<file path="src/rtl/pid_pkg.sv">
// Shared defaults for the balance-loop PID controller and its helpers.
// Latency: n/a (constants and a constant function only).
// Backpressure: n/a.
package pid_pkg;

    localparam int PID_IN_W     = 16;
    localparam int PID_ERR_W    = 10;
    localparam int PID_OUT_W    = 12;
    localparam int PID_P_COEFF  = 13;
    localparam int PID_I_W      = 18;
    localparam int PID_I_SHIFT  = 6;
    localparam int PID_D_SHIFT  = 6;
    localparam bit PID_AW_EN    = 1'b1;
    localparam int PID_SS_W     = 8;
    localparam int PID_SS_PRE_W = 19;

    // Internal sum width: four guard bits over the output word are enough to
    // hold P + I + D for the supported gain and shift ranges without overflow.
    function automatic int sum_width(input int out_w);
        return out_w + 4;
    endfunction

endpackage

</file>
<file path="src/rtl/sat_signed.sv">
// Signed clamp of an IN_W value into the OUT_W two's-complement range.
// Latency: combinational.
// Backpressure: none.
// Ports: a_i (signed input), y_o (clamped result), sat_o (clamp was active).
module sat_signed #(
    parameter int IN_W  = 16,
    parameter int OUT_W = 12
) (
    input  logic signed [IN_W-1:0]  a_i,
    output logic signed [OUT_W-1:0] y_o,
    output logic                    sat_o
);

    generate
        if (IN_W > OUT_W) begin : g_narrow
            // In range exactly when every bit from the output sign bit upward
            // agrees with the input sign bit.
            logic in_range;
            assign in_range = (&a_i[IN_W-1:OUT_W-1]) || ~(|a_i[IN_W-1:OUT_W-1]);
            assign sat_o    = ~in_range;
            assign y_o      = in_range      ? a_i[OUT_W-1:0] :
                              a_i[IN_W-1]   ? {1'b1, {(OUT_W-1){1'b0}}} :
                                              {1'b0, {(OUT_W-1){1'b1}}};
        end else begin : g_wide
            assign y_o   = OUT_W'(a_i);
            assign sat_o = 1'b0;
        end
    endgenerate

endmodule

</file>
<file path="src/rtl/pid_ctrl_gen.sv">
// Saturated P+I+D control word from pitch / pitch rate, with soft-start timer.
// Latency: 1 clock from inputs to PID_cntrl / pid_sat; no comb in->out path.
// Backpressure: none; vld qualifies integrator accumulation only.
// Ports: clk/rst (sync, active-high), vld, ptch, ptch_rt, pwr_up, rider_off in;
//        PID_cntrl, pid_sat, ss_tmr out (all registered).
module pid_ctrl_gen
    import pid_pkg::*;
#(
    parameter int IN_W     = PID_IN_W,
    parameter int ERR_W    = PID_ERR_W,
    parameter int OUT_W    = PID_OUT_W,
    parameter int P_COEFF  = PID_P_COEFF,
    parameter int I_W      = PID_I_W,
    parameter int I_SHIFT  = PID_I_SHIFT,
    parameter int D_SHIFT  = PID_D_SHIFT,
    parameter bit AW_EN    = PID_AW_EN,
    parameter int SS_W     = PID_SS_W,
    parameter int SS_PRE_W = PID_SS_PRE_W
) (
    input  logic                    clk,
    input  logic                    rst,
    input  logic                    vld,
    input  logic signed [IN_W-1:0]  ptch,
    input  logic signed [IN_W-1:0]  ptch_rt,
    input  logic                    pwr_up,
    input  logic                    rider_off,
    output logic signed [OUT_W-1:0] PID_cntrl,
    output logic                    pid_sat,
    output logic [SS_W-1:0]         ss_tmr
);

    localparam int SUM_W  = sum_width(OUT_W);
    // Gain is at most 5 bits; one extra bit keeps it positive as a signed operand.
    localparam int PROD_W = ERR_W + 6;
    localparam logic signed [5:0] P_K = 6'(P_COEFF);

    logic signed [ERR_W-1:0] err_sat;
    logic                    err_clamp_unused;
    logic signed [SUM_W-1:0] sum;
    logic signed [OUT_W-1:0] pid_d, pid_q;
    logic                    sat_d, sat_q;
    logic signed [I_W:0]     integ_acc;
    logic signed [I_W-1:0]   integ_acc_sat;
    logic                    integ_clamp_unused;
    logic signed [I_W-1:0]   integ_d, integ_q;
    logic [SS_PRE_W-1:0]     pre_d, pre_q;
    logic [SS_W-1:0]         ss_d, ss_q;

    sat_signed #(.IN_W(IN_W), .OUT_W(ERR_W)) u_err_sat (
        .a_i   (ptch),
        .y_o   (err_sat),
        .sat_o (err_clamp_unused)
    );

    // D term is the negated, shifted rate; I term uses the integrator value
    // held before this edge.
    assign sum = SUM_W'(PROD_W'(err_sat) * PROD_W'(P_K))
               + SUM_W'(integ_q >>> I_SHIFT)
               - SUM_W'(ptch_rt >>> D_SHIFT);

    sat_signed #(.IN_W(SUM_W), .OUT_W(OUT_W)) u_out_sat (
        .a_i   (sum),
        .y_o   (pid_d),
        .sat_o (sat_d)
    );

    // One guard bit so the accumulate never wraps before clamping.
    assign integ_acc = (I_W+1)'(integ_q) + (I_W+1)'(err_sat);

    sat_signed #(.IN_W(I_W+1), .OUT_W(I_W)) u_integ_sat (
        .a_i   (integ_acc),
        .y_o   (integ_acc_sat),
        .sat_o (integ_clamp_unused)
    );

    always_comb begin
        integ_d = integ_q;
        if (rider_off) begin
            integ_d = '0;
        end else if (!vld) begin
            integ_d = integ_q;
        end else if (AW_EN && sat_d && (err_sat[ERR_W-1] == sum[SUM_W-1])) begin
            // Output already pinned and the error pushes further the same way:
            // accumulating would only wind the integrator up.
            integ_d = integ_q;
        end else begin
            integ_d = integ_acc_sat;
        end
    end

    // Soft-start: free-running prescaler while powered; the timer steps on
    // prescaler wrap and sticks at all-ones.
    always_comb begin
        pre_d = pre_q;
        ss_d  = ss_q;
        if (!pwr_up) begin
            pre_d = '0;
            ss_d  = '0;
        end else begin
            pre_d = pre_q + SS_PRE_W'(1);
            if ((&pre_q) && !(&ss_q)) begin
                ss_d = ss_q + SS_W'(1);
            end
        end
    end

    always_ff @(posedge clk) begin
        if (rst) begin
            pid_q   <= '0;
            sat_q   <= 1'b0;
            integ_q <= '0;
            pre_q   <= '0;
            ss_q    <= '0;
        end else begin
            pid_q   <= pid_d;
            sat_q   <= sat_d;
            integ_q <= integ_d;
            pre_q   <= pre_d;
            ss_q    <= ss_d;
        end
    end

    assign PID_cntrl = pid_q;
    assign pid_sat   = sat_q;
    assign ss_tmr    = ss_q;

endmodule

</file>
<file path="config.mk">
export PLATFORM = sky130hd
export DESIGN_NAME = pid_ctrl_gen
export DESIGN_NICKNAME = d
export VERILOG_FILES = /design/src/rtl/pid_pkg.sv /design/src/rtl/sat_signed.sv /design/src/rtl/pid_ctrl_gen.sv
export SDC_FILE = /design/constraint.sdc
export NUM_CORES = 1
export LEC_CHECK = 0
export BUFFER_PORTS_ARGS = -buffer_cell sky130_fd_sc_hd__buf_2
export CAP_MARGIN = 20
export CORE_ASPECT_RATIO = 0.8
export CORE_MARGIN = 10
export CORE_UTILIZATION = 60
export DETAILED_ROUTE_END_ITERATION = 8
export GPL_TIMING_DRIVEN = 0
export MAX_ROUTING_LAYER = met4
export PLACE_DENSITY = 0.83
export REMOVE_ABC_BUFFERS = 1
export SETUP_SLACK_MARGIN = 0.4
export SLEW_MARGIN = 40
export SYNTH_ARGS = -nofsm -noshare
export SYNTH_HDL_FRONTEND = slang
export SYNTH_SLANG_ARGS = --single-unit
</file>
<file path="constraint.sdc">
create_clock -name clk -period 18.85 [get_ports clk]
set_input_delay 2.8275 -clock clk [delete_from_list [all_inputs] [get_ports clk]]
set_output_delay 2.8275 -clock clk [all_outputs]
set_load 0.02 [all_outputs]
</file>
==> reports/results.tsv <==
stage	metric	value	unit
min_path	worstHoldPathType	reg -> reg	
setup_path	cp-startpoint	ptch[12]	
min_path	hold_path_startpoint	pre_q[0]	
layout	multi_input_area	3880	um^2
floorplan	num_rows	31	
logic_synthesis	yosys.area_share.simple	17.0	%
layout	fin_cells	792	
routing	drtPass1Iterations	5	
placement	hpwl	10200	um
power	leakage	0.00292	uW
logic_synthesis	netlist_area	5480	um^2
sta	skew	10.4	ps
logic_synthesis	synth_xor_xnor_area_share	7.35	%
cts	cts-htree-levels	3	
cts	cts_tree	yes	
logic_synthesis	muxShareOfSynthArea	0.959	%
routing	via_per_inst	5.93	
sta	hold_violations	0	
logic_synthesis	synth-compound-area-share	18.2	%
placement	port_buffers	51	
routing	wl_per_cell	16.8	um
setup_path	r2r_cells	11	
power	peakVddDrop	113	uV
setup_path	worstSetupPathType	in -> reg	
global_route	grt_first_pass_wirelength	22500	um
sta	final_max_slew_viol_count	0	
global_route	antenna_found_initial	0	
cts	cts_buffers	9	
routing	vias	4693	
layout	most-common-layout-cells	inv_1, ha_1, dfxtp_1	
logic_synthesis	synth-seq-cells	58	
cts	clk_pin_slew_worst_paths	50	ps
logic_synthesis	yosys_warnings	0	
sta	setup_tns	0	ps
setup_path	worstSetupEndpointType	flop	
setup_path	cp-start-kind	input pin	
sta	max_slew_margin	43.5	%
logic_synthesis	seq_area_frac_synth	21.2	%
sta	tightest_slew	841	ps
floorplan	die_h	105	um
min_path	whs_endpoint	pre_q[0]	
logic_synthesis	synth_cell_types	63	
sta	fin_crit_sh	51.6	%
global_route	grt_max_degree	28	
setup_path	reg2reg_slack	14080	ps
layout	fill_cells	680	
routing	drc_errors	0	
cts	cts.sinks	58	
setup_path	crit_path_max_fanout	19	
layout	num-nets-final	807	
sta	rsz0062_at_grt	no	
logic_synthesis	synthAdderAreaFrac	27.2	%
layout	antenna_cells	0	
cts	ctsLongestPathBuffers	2	
floorplan	die_w	127	um
logic_synthesis	synth_ff_type	dfxtp_1	
sta	holdWs	435	ps
floorplan	dieArea	13400	um^2
setup_path	crit_arrival	9870	ps
logic_synthesis	synth_top_family_by_area	adder cells	
global_route	grt_usage	20.3	%
floorplan	start_util	60.9	%
logic_synthesis	async_flop_share	0	%
layout	syn_to_final_growth	11.4	%
layout	layout-drive-gt1-share	13.7	%
setup_path	reg2reg_from	integ_q[17]	
placement	place_inst	776	
setup_path	critPathRequiredTime	19000	ps
cts	post_cts_resized	0	
setup_path	reg2reg_to	integ_q[0]	
floorplan	ioPinCount	58	
sta	post-route-min-period	9720	ps
sta	setup_violations	0	
floorplan	core-area	9000	um^2
layout	final_common_cell	inv_1	
min_path	hold_depth	1	
power	powerDensity	155	nW/um^2
logic_synthesis	avgSynthCellArea	8.64	um^2
layout	area.sequential	1160	um^2
logic_synthesis	netlist_instances	634	
logic_synthesis	synth-edff-count	0	
routing	drtAntennaViolNets	0	
routing	first_iter_violations	347	
cts	clk_latency	330	ps
global_route	grt_pass1_vias	4738	
global_route	overflow	0	
routing	routed_wl	13300	um
cts	root_buffer	clkbuf_16	
run	cap_violations	0	
layout	fin_util	67.9	%
placement	place.gp.congestion	0.859	
status	status	completed	
cts	cts_setup_buffers	0	
cts	cts_hold_buf	0	
sta	fmax	0.103	GHz
==> registers in the layout, indices dropped and copies added, names as in the netlist <==
| name | cells |
|---|---|
| pre_q | 19 |
| integ_q | 18 |
| PID_cntrl | 12 |
| ss_tmr | 8 |
| pid_sat | 1 |
==> per-layer routing <==
metal	track usage (%)	part of all wire, %	vias to the layer above
li1	-	-	2280
met1	24.4	44	2254
met2	34.0	49	125
met3	3.00	4.8	34
met4	7.06	2.6	0
met5	-	0	-
==> stage by stage <==
stage | total power [uW] | setup slack [ps] | area [um^2]
finish | 944 | 9130 | 6110
global route | 1020 | 8700 | 6110
CTS | 938 | 8810 | 6100
detailed placement | 736 | 8550 | 5750
global placement | 714 | 8680 | 5740
floorplan | 617 | 9690 | 5340
==> cells by family after synthesis <==
| kind of cell | after synthesis |
|---|---|
| compound gates | 133 |
| xor+xnor | 46 |
| fa+ha+maj | 98 |
| buf+inv | 107 |
| flops | 58 |
| mux | 4 |
| simple gates | 188 |
==> final cells by class <==
| cell class | instances | share of cell area [%] |
|---|---|---|
| multi-input cells | 469 | 63.6 |
| flip-flops and latches | 58 | 19.0 |
| inverters | 83 | 5.10 |
| repair buffers | 51 | 4.18 |
| clock buffers | 9 | 3.69 |
| well taps | 115 | 2.36 |
| clock inverters | 7 | 2.05 |
==> synthesized netlist by cell type (4+ instances only) <==
cell | instances | area [um^2]
xor2_1 | 21 | 184
nand3_1 | 20 | 100
o31ai_1 | 4 | 30.0
ha_1 | 63 | 788
a311oi_2 | 7 | 105
nor4_1 | 5 | 31.3
a311oi_1 | 8 | 70.1
inv_1 | 83 | 312
or2_2 | 4 | 25.0
nor2b_1 | 4 | 25.0
a21oi_1 | 23 | 115
xnor2_1 | 25 | 219
nand2b_1 | 4 | 25.0
o21bai_1 | 5 | 37.5
a31oi_1 | 4 | 25.0
nor2_1 | 43 | 161
a21o_1 | 18 | 135
dfxtp_1 | 58 | 1160
nor3_1 | 24 | 120
a211oi_1 | 7 | 52.6
o21a_1 | 4 | 30.0
or3_1 | 5 | 31.3
o21ai_0 | 22 | 110
fa_1 | 35 | 701
nand2_1 | 46 | 173
nand4_1 | 5 | 31.3
and4_1 | 4 | 35.0
clkbuf_1 | 15 | 56.3
and3_1 | 9 | 56.3
==> critical path, stage by stage <==
cell and delay (ps):
buf_2 110, or4_1 530, nor4_2 490, or2_2 330, nand2_1 190, ha_1 340, inv_1 60, fa_1 540
inv_1 60, fa_1 530, inv_1 50, fa_1 500, inv_1 40, ha_1 350, o21ai_0 130, o21ba_1 240
a2111oi_2 480, nor3_1 140, or3_4 420, mux2i_4 560, or2_1 720, a311oi_1 220
==> where the power goes <==
part	internal [uW]	switching [uW]
combinational	236	355
sequential	147	14.6
clock	130	61.2
==> how the worst max path moves through the flow <==
stage	end	slack (ps)
CTS	integ_q[0]	8810
floorplan	integ_q[10]	9690
global placement	integ_q[13]	8680
finish	integ_q[0]	9130
global route	integ_q[0]	8700
detailed placement	integ_q[8]	8550
Note: power is estimated with default switching activity, not from simulation.
